**src/rtl/incr_share_arb_pkg.sv**
```systemverilog
// Shared types and helpers for the incr_share_arb counter block.
// Counter width is three bits per incrementor group.
package incr_share_arb_pkg;

  localparam int DEFAULT_NUM_REQ = 4;
  localparam int ID_W = $clog2(DEFAULT_NUM_REQ);

  typedef logic [ID_W-1:0] req_id_t;

  function automatic int cw(input int num_groups);
    return 3 * num_groups;
  endfunction

  // Pointer starts at the last requester so requester 0 is searched first.
  function automatic int rr_reset_ptr(input int num_req);
    return num_req - 1;
  endfunction

  localparam int RR_RESET_PTR = rr_reset_ptr(DEFAULT_NUM_REQ);

endpackage

```
**src/rtl/incr_share_arb_incr.sv**
```systemverilog
// Combinational N x 3-bit incrementor with a group-level AND-prefix carry.
// all_ones flags an input that is all-ones, i.e. the increment overflows.
module incr_nx3 #(
  parameter int NUM_GROUPS = 4
) (
  input  logic [3*NUM_GROUPS-1:0] a,
  output logic [3*NUM_GROUPS-1:0] sum,
  output logic                    all_ones
);

  logic [NUM_GROUPS-1:0] grp_ones;
  logic [NUM_GROUPS:0]   carry;

  assign carry[0] = 1'b1;

  // A slice increments only when every lower slice is all-ones.
  for (genvar gi = 0; gi < NUM_GROUPS; gi++) begin : g_slice
    assign grp_ones[gi]       = &a[3*gi +: 3];
    assign carry[gi+1]        = carry[gi] & grp_ones[gi];
    assign sum[3*gi +: 3]     = a[3*gi +: 3] + {2'b00, carry[gi]};
  end

  assign all_ones = carry[NUM_GROUPS];

endmodule

```
**src/rtl/incr_share_arb.sv**
```systemverilog
// Round-robin shared incrementor for NUM_REQ private counters, 1-cycle response.
// Optional build macro INCR_SHARE_ARB_SATURATE_EN: counters saturate instead of wrapping.
module incr_share_arb
  import incr_share_arb_pkg::*;
#(
  parameter  int NUM_REQ    = 4,
  parameter  int NUM_GROUPS = 4,
  localparam int CW         = cw(NUM_GROUPS),
  localparam int IW         = $clog2(NUM_REQ)
) (
  input  logic               clk,
  input  logic               rst,
  input  logic [NUM_REQ-1:0] req_valid,
  output logic [NUM_REQ-1:0] req_ready,
  input  logic               clr_valid,
  input  logic [IW-1:0]      clr_id,
  output logic               rsp_valid,
  output logic [IW-1:0]      rsp_id,
  output logic [CW-1:0]      rsp_value,
  output logic               rsp_wrap,
  input  logic [IW-1:0]      rd_id,
  output logic [CW-1:0]      rd_value
);

  logic [CW-1:0]      cnt_reg [NUM_REQ];
  logic [IW-1:0]      ptr_reg;
  logic [NUM_REQ-1:0] clr_hit;
  logic [NUM_REQ-1:0] elig;
  logic [NUM_REQ-1:0] grant;
  logic               grant_vld;
  logic [IW-1:0]      grant_idx;
  logic [CW-1:0]      cur_val;
  logic [CW-1:0]      inc_sum;
  logic [CW-1:0]      next_val;
  logic               cur_ones;

  function automatic logic [IW-1:0] rr_idx(input logic [IW-1:0] p, input int off);
    int s;
    s = (int'(p) + off) % NUM_REQ;
    return IW'(s);
  endfunction

  // A requester being cleared this cycle is not eligible for an increment.
  for (genvar gi = 0; gi < NUM_REQ; gi++) begin : g_elig
    assign clr_hit[gi] = clr_valid & (clr_id == IW'(gi));
    assign elig[gi]    = req_valid[gi] & ~clr_hit[gi];
  end

  always_comb begin
    grant_vld = 1'b0;
    grant_idx = '0;
    grant     = '0;
    for (int off = 1; off <= NUM_REQ; off++) begin
      if (!grant_vld && elig[rr_idx(ptr_reg, off)]) begin
        grant_vld = 1'b1;
        grant_idx = rr_idx(ptr_reg, off);
      end
    end
    if (grant_vld) grant[grant_idx] = 1'b1;
  end

  assign req_ready = grant;
  assign cur_val   = cnt_reg[grant_idx];
  assign rd_value  = cnt_reg[rd_id];

  incr_nx3 #(.NUM_GROUPS(NUM_GROUPS)) u_incr (
    .a        (cur_val),
    .sum      (inc_sum),
    .all_ones (cur_ones)
  );

`ifdef INCR_SHARE_ARB_SATURATE_EN
  assign next_val = cur_ones ? cur_val : inc_sum;
`else
  assign next_val = inc_sum;
`endif

  always_ff @(posedge clk) begin
    if (rst) begin
      for (int i = 0; i < NUM_REQ; i++) cnt_reg[i] <= '0;
      ptr_reg   <= IW'(rr_reset_ptr(NUM_REQ));
      rsp_valid <= 1'b0;
      rsp_id    <= '0;
      rsp_value <= '0;
      rsp_wrap  <= 1'b0;
    end else begin
      for (int i = 0; i < NUM_REQ; i++) begin
        if (clr_hit[i])    cnt_reg[i] <= '0;
        else if (grant[i]) cnt_reg[i] <= next_val;
      end
      if (grant_vld) ptr_reg <= grant_idx;
      rsp_valid <= grant_vld;
      if (grant_vld) begin
        rsp_id    <= grant_idx;
        rsp_value <= next_val;
        rsp_wrap  <= cur_ones;
      end
    end
  end

endmodule
```
**config.mk**
```make
export PLATFORM = sky130hd
export DESIGN_NAME = incr_share_arb
export DESIGN_NICKNAME = d
export VERILOG_FILES = /design/src/rtl/incr_share_arb_pkg.sv /design/src/rtl/incr_share_arb_incr.sv /design/src/rtl/incr_share_arb.sv
export SDC_FILE = /design/constraint.sdc
export NUM_CORES = 1
export LEC_CHECK = 0
export CAP_MARGIN = 20
export CORE_UTILIZATION = 60
export CTS_CLUSTER_DIAMETER = 150
export DETAILED_ROUTE_END_ITERATION = 10
export PLACE_DENSITY = 0.85
export SLEW_MARGIN = 10
export SYNTH_ARGS = -nofsm -noshare
export SYNTH_HDL_FRONTEND = slang
export SYNTH_HIERARCHICAL = 1
export SYNTH_SLANG_ARGS = --single-unit
```
**constraint.sdc**
```tcl
create_clock -name clk -period 5.85 [get_ports clk]
set_input_delay 0.585 -clock clk [delete_from_list [all_inputs] [get_ports clk]]
set_output_delay 0.585 -clock clk [all_outputs]
set_load 0.05 [all_outputs]
```
# Word level (Yosys, flattened, before mapping)
# Memory sizes are Yosys's and may differ from the RTL's.
# Index checks and enable logic that the tools add are counted.
[word_totals]
mem_bits_rw = 48
wordCells = 115
n_memories = 1
out_inout_bits = 32
inputBits = 11
register_bits = 18
[memory_table]
columns = ["memory", "words", "width", "rd", "rd_clocked_by_memory_dff", "write_ports", "line", "text"]
rows = [
  ["cnt_reg", 4, 12, 2, 0, 4, "incr_share_arb.sv:25", "logic [CW-1:0] cnt_reg [NUM_REQ];"],
]
[op_classes]
reduce_logical = 12
magnitude_cmp = 6
n_bitwise = 23
n_eq_ne = 3
muxes = 57
addsub = 8
[op_table]
columns = ["op", "n"]
rows = [
  ["$mux 12", 8],
  ["$mux 1", 39],
  ["$lt 2x3->1 const B", 5],
  ["$reduce_and 3->1", 4],
  ["$and 1x1->1", 11],
  ["$add 3x1->3", 3],
  ["$bmux 1 s2", 4],
  ["$mux 2", 4],
  ["$or 1x1->1", 8],
  ["$add 2x1->2 const B", 2],
  ["$add 2x2->2 const B", 2],
  ["$eq 2x2->1 const B", 2],
  ["$logic_and 1x1->1", 4],
  ["$mux 4", 1],
  ["$not 1->1", 4],
  ["$add 3x1->3 const B", 1],
  ["$logic_not 1->1", 3],
  ["$demux 1 s2", 1],
  ["$eq 2x1->1 const B", 1],
  ["$ge 2x1->1 const B", 1],
  ["$logic_not 2->1", 1],
]

# Depth between registers and ports, before layout
# Gate-level depths: netlist of the first run.
[depth]
word_depth = 26
ltp_mapped = 18
mapped_depth_nobuf = 15

# Hierarchy
# Netlist of the first run, hierarchy kept.
[modules_own_cells]
columns = ["mod", "cells_per_inst", "n_inst", "area_each_um2"]
rows = [
  ["incr_share_arb", 301, 1, 3251.9],
  ["incr_nx3", 18, 1, 170.2],
]

# Least setup slack after synthesis of the first run
# OpenSTA, ideal clock, no wires.
[synth_path]
kind = "input-to-reg"
start = "input clr_id[1]"
end = "memory cnt_reg[3][11] (netlist bit), data pin"
arrival_ns = 3.385
required_ns = 5.580
n_path_buf = 2
path_stages = 17
setup_ns = 0.270
path_slack_ns = 2.195
path_cell_list = "or3b_1 -> a22o_1 -> o2bb2ai_1 -> a221o_1 -> buf_4 -> buf_2 -> nand3_1 -> o211ai_1 -> ha_1 -> ha_1 -> nand4_2 -> nor2_1 -> ha_1 -> ha_1 -> xor2_1 -> nand2b_1 -> nor2_1"
[synth_rtl]
columns = ["item", "line", "text"]
rows = [
  ["start: declaration", "incr_share_arb.sv:16", "input logic [IW-1:0] clr_id,"],
  ["end: declaration", "incr_share_arb.sv:25", ""],
]

==> results of run 1 <==
[report_power, final]
part	total [mW]	internal, mW	switching [mW]
registers	0.601	0.568	0.0335
clock network	0.383	0.209	0.175
logic	0.442	0.148	0.294
total	1.43	0.925	0.502
[critical path: cells and delay by family]
family / cells / cell delay, ps
buf+inv: 3 / 930
compound gates: 1 / 130
fa+ha+maj: 4 / 720
simple gates: 8 / 1920
xor+xnor: 1 / 280
[cells in the mapped netlist (all sizes together)]
| master | count |
|---|---|
| buf | 13 |
| a22o | 1 |
| nor4 | 1 |
| nand2b | 12 |
| ha | 8 |
| dfxtp | 18 |
| inv | 7 |
| a21oi | 23 |
| nand3b | 6 |
| o21ai | 1 |
| or3b | 1 |
| a221o | 1 |
| or4 | 1 |
| mux2i | 11 |
| edfxtp | 48 |
| a221oi | 1 |
| clkbuf | 10 |
| xor2 | 3 |
| nand2 | 38 |
| nand3 | 27 |
| o211ai | 11 |
| and2 | 3 |
| nand4 | 1 |
| nor2 | 54 |
| nor3 | 3 |
| nor3b | 1 |
| mux4 | 13 |
| or3 | 1 |
| o2bb2ai | 1 |
[final cells by class]
type | instances | area (sq um)
clock buffer | 10 | 138
clock inverter | 6 | 63.8
fill | 391 | 1440
inverter | 7 | 26.3
multi-input combinational | 223 | 1480
sequential | 66 | 1800
tap | 72 | 90.1
timing repair buffer | 49 | 477
[routing by layer]
layer / part of all wire / vias up / GRT usage / wire length, um
met5: 0 / - / 0 / 0
met4: 0.030 / 0 / 0.172 / 249
met3: 0.085 / 24 / 0.0694 / 716
met2: 0.50 / 158 / 0.496 / 4210
met1: 0.38 / 1272 / 0.365 / 3210
li1: - / 1215 / - / -
[cell families after synthesis]
family	share of synthesized area
and+or+nand+nor	0.205
DFF	0.527
AOI/OAI and AO/OA	0.0698
buffers and inverters	0.0442
muxes	0.118
adders and majority gates	0.0293
xor gates and xnor gates	0.00768
[path summary, 6_finish.rpt]
| kind | start | endpoint | slack [ps] | cells after the start |
|---|---|---|---|---|
| worst max-delay path | clr_valid | cnt_reg[0][8] | 1470 | 17 |
| worst min-delay path | rsp_id[0] | rsp_id[0] | 460 | 2 |
| worst max register to register | ptr_reg[1] | cnt_reg[0][8] | 1950 | 16 |
| worst min register to register | rsp_id[0] | rsp_id[0] | 460 | 2 |
[through the flow]
stage	setup WS, ps	total power, mW	area (sq um)	std cells	hold WS (ps)
finish	1470	1.43	4070	433	456
global route	1190	1.48	4070	433	478
CTS	1550	1.43	4060	432	460
detailed placement	1260	1.04	3860	416	443
global placement	1370	1.04	3860	416	440
floorplan	2190	0.909	3420	319	580
==> flow_metrics.env, run 1 <==
export IMPL_syn_num_nets=338
export IMPL_antenna_left=0
export IMPL_vias=2669
export IMPL_dp_hpwl_um=5490
export IMPL_first_pass_iters=5
export IMPL_crit_slowest_cell="clkdlybuf4s50_1"
export IMPL_peakVddDrop_mv=0.271
export IMPL_clockBufferDepth=2
export IMPL_finalHoldViolations=0
export IMPL_tightest_slew_ps=903
export IMPL_route_detailed_drc=0
export IMPL_area_growth_pct=19.0
export IMPL_routed_via_density=6.16
export IMPL_port_buffers=42
export IMPL_crit_arrival_ps=4580
export IMPL_hold_path_class="reg -> reg"
export IMPL_coreArea_sq_um=5510
export IMPL_cts_resized=0
export IMPL_cp_common_cell="ha_1"
export IMPL_die_x_um=77.5
export IMPL_largest_register_ffs=48
export IMPL_timing_slew_headroom=0.396
export IMPL_synth_seq_cells=66
export IMPL_syn_area_per_cell_sq_um=10.7
export IMPL_synthTopCellsByArea="edfxtp_1 (42%), dfxtp_1 (11%), mux4_2 (8.6%)"
export IMPL_required_ps=6050
export IMPL_cts_sinks=66
export IMPL_cts_hold_buf=0
export IMPL_synth_top_cell_by_area="edfxtp_1"
export IMPL_wl_um=8390
export IMPL_cp_max_fo=14
export IMPL_fp_dieArea_sq_um=6010
export IMPL_setup_viol=0
export IMPL_drive_gt1_frac=0.116
export IMPL_period_needed_ps=4380
export IMPL_rows=27
export IMPL_grtUsageTotal=0.301
export IMPL_grt_overflow=0
export IMPL_power_leakage_nw=1.55
export IMPL_critical_path_class="in -> reg"
export IMPL_ys_seq_area_frac=0.527
export IMPL_tns_ps=0
export IMPL_final_core_util=0.739
export IMPL_wl_per_cell_um=19.4
export IMPL_ys_types=33
export IMPL_antenna_cells=0
export IMPL_status="complete, no violations"
export IMPL_path_cells="clkdlybuf4s50_1, or3b_1, nand2_1, nor3b_1, or4_1, buf_4, nand3_1, o211ai_1, ha_1, ha_1, nand4_2, inv_1, ha_1, ha_1, xor2_1, nand2b_1, nor2_1"
export IMPL_syn_area_sq_um=3420
export IMPL_powerDensity_nw_per_um2=350
export IMPL_drt_iter0_markers=318
export IMPL_fin_skew_ps=8.25
export IMPL_end_kind="register"
export IMPL_fin_crit_sh=0.749
export IMPL_start_kind="primary input"
export IMPL_final_common_cell="nor2_1"
export IMPL_critPathMaxStageDelay_ps=510
export IMPL_ioPinCount=43
export IMPL_synth_top_cell_area_share=0.421
export IMPL_gp_congestion=0.882
export IMPL_grt_pass1_wl_um=13200
export IMPL_grt_max_degree=35
export IMPL_numCtsBuffers=9
export IMPL_tritoncts="yes"
export IMPL_syn_inst=319
export IMPL_start_util=0.621
export IMPL_final_cell_mix="nor2_1 (54), edfxtp_1 (48), clkdlybuf4s50_1 (42)"
export IMPL_drv_slew=0
export IMPL_die_h_um=77.5
export IMPL_post_cts_buffers=0
export IMPL_path_clk_slew_ps=70
export IMPL_htreeDepth=3
export IMPL_grt_pass1_vias=2645
export IMPL_antenna_found_initial=0
export IMPL_nNetsFinal=375
export IMPL_cap_violations=0
export IMPL_max_clock_freq_mhz=228
export IMPL_cts_root_buf="clkbuf_8"
export IMPL_yosys_warnings=6
export IMPL_rsz0062_at_grt="no"
export IMPL_clkLatencyLatePin_ps=350
(Power assumes the default switching activity.)
==> run 2, diff against run 1 <==
Settings changed: CORE_UTILIZATION 60 to 50, PLACE_DENSITY 0.85 to 0.76.
Clock period 5.85 ns to 4 ns, I/O delays scaled along.
==> run 2 against run 1 <==
Net effect:
- the flow now finishes with violations (design-rule violations)
- sequential share of layout area shrank 2.5 points
- first-iteration DRC count shrank 42%
- critical path depth shrank 2
- largest cell class unchanged
==> flow_metrics.env, run 2 (synthesized netlist as in run 1, its figures left out) <==
export IMPL_vias=2744
export IMPL_route_detailed_drc=2
export IMPL_fin_skew_ps=10.4
export IMPL_grtUsageTotal=0.259
export IMPL_grt_pass1_vias=2657
export IMPL_port_buffers=42
export IMPL_violations="design-rule violations"
export IMPL_path_cells="clkdlybuf4s50_1, or3b_1, a22o_1, o2bb2ai_1, a221o_2, buf_4, buf_4, o211ai_1, nand3_1, nor2_1, ha_1, ha_1, xor2_1, nand2b_1, nor2_1"
export IMPL_ioPinCount=43
export IMPL_tns_ps=0
export IMPL_wl_per_cell_um=18.8
export IMPL_status="finished with violations"
export IMPL_cap_violations=0
export IMPL_clkLatencyLatePin_ps=350
export IMPL_hold_path_class="reg -> reg"
export IMPL_final_cells=465
export IMPL_grt_pass1_wl_um=13600
export IMPL_cp_max_fo=10
export IMPL_htreeDepth=3
export IMPL_coreArea_sq_um=6490
export IMPL_gp_congestion=0.855
export IMPL_antenna_left=0
export IMPL_drt_iter0_markers=185
export IMPL_multiInputGateArea_sq_um=1480
export IMPL_tritoncts="yes"
export IMPL_post_cts_buffers=0
export IMPL_required_ps=4190
export IMPL_cts_sinks=66
export IMPL_dp_cells=449
export IMPL_critical_path_class="in -> reg"
export IMPL_clockBufferDepth=2
export IMPL_routed_via_density=5.90
export IMPL_fin_crit_sh=0.934
export IMPL_end_kind="register"
export IMPL_path_clk_slew_ps=70
export IMPL_largest_register_ffs=48
export IMPL_fill_cells=506
export IMPL_fin_area_sq_um=4310
export IMPL_first_pass_iters=10
export IMPL_crit_slowest_cell="clkdlybuf4s50_1"
export IMPL_start_kind="primary input"
export IMPL_powerDensity_nw_per_um2=494
export IMPL_drive_gt1_frac=0.186
export IMPL_drv_slew=0
export IMPL_cts_root_buf="clkbuf_8"
export IMPL_crit_arrival_ps=3930
export IMPL_start_util=0.527
export IMPL_timing_slew_headroom=0.452
export IMPL_setup_viol=0
export IMPL_final_common_cell="nor2_1"
export IMPL_finalHoldViolations=0
export IMPL_tightest_slew_ps=820
export IMPL_grt_overflow=0
export IMPL_critPathMaxStageDelay_ps=510
export IMPL_regArea_sq_um=1800
export IMPL_whs_ps=456
export IMPL_period_needed_ps=3740
export IMPL_grt_max_degree=35
export IMPL_placed_area_sq_um=4110
export IMPL_area_growth_pct=26.0
export IMPL_numCtsBuffers=9
export IMPL_rsz0062_at_grt="no"
export IMPL_peakVddDrop_mv=0.366
export IMPL_rows=29
export IMPL_max_clock_freq_mhz=268
export IMPL_die_x_um=84.7
export IMPL_antenna_found_initial=0
export IMPL_die_h_um=84.7
export IMPL_final_cell_mix="nor2_1 (54), edfxtp_1 (48), clkdlybuf4s50_1 (41)"
export IMPL_fp_dieArea_sq_um=7180
export IMPL_power_leakage_nw=1.69
export IMPL_nNetsFinal=402
export IMPL_antenna_cells=0
export IMPL_wl_um=8750
export IMPL_dp_hpwl_um=6000
run 2: area by class of cell:
type / instances / share of cell area
flip-flops and latches: 66 / 0.418
multi-input cells: 223 / 0.343
repair buffers: 76 / 0.165
clock buffers: 11 / 0.0377
well taps: 77 / 0.0223
clock inverters: 5 / 0.00784
inverters: 7 / 0.00609
run 2: metrics by stage:
step	setup slack [ps]	util	total power [mW]
2_1_floorplan	530	-	1.33
3_3_place_gp	2.14	0.633	1.58
3_5_place_dp	-83.1	0.633	1.59
4_1_cts	245	0.663	2.13
5_1_grt	35.2	0.664	2.21
6_report	262	0.664	2.13
run 2: timing repair:
action / in CTS / in global routing
resized for setup: 0 / 2
hold buffers: 0 / 0
setup endpoints to repair: 0 / 5
run 2: worst paths after layout:
| check | slack [ps] | to | from | cells after the start |
|---|---|---|---|---|
| min reg2reg | 460 | rsp_value[9] | rsp_value[9] | 2 |
| max reg2reg | 530 | cnt_reg[0][11] | ptr_reg[1] | 15 |
| min | 460 | rsp_value[9] | rsp_value[9] | 2 |
| max | 260 | cnt_reg[0][11] | clr_valid | 15 |
run 2: report_power, final:
| part | total [mW] | switching, mW | leakage [nW] | internal [mW] |
|---|---|---|---|---|
| logic | 0.716 | 0.444 | 0.923 | 0.272 |
| registers | 0.875 | 0.0463 | 0.668 | 0.829 |
| clock network | 0.538 | 0.258 | 0.101 | 0.280 |
run 2: critical path, delay by kind of cell:
family,cells,cell delay [ps]
buf+inv,3,890
compound gates,4,1100
simple gates,5,990
xor+xnor,1,220
fa+ha+maj,2,320
run 2: layer usage:
metal,GRT usage,vias to the layer above,share of wire
li1,-,1279,-
met1,0.322,1323,0.41
met2,0.438,118,0.50
met3,0.0442,24,0.066
met4,0.134,0,0.029
met5,0,-,0
==> run 3, diff against run 2 <==
Settings changed: CAP_MARGIN 20 to 10.
==> results of run 3 <==
Same layout as run 2: the final DEF is identical, and so are final timing and power.
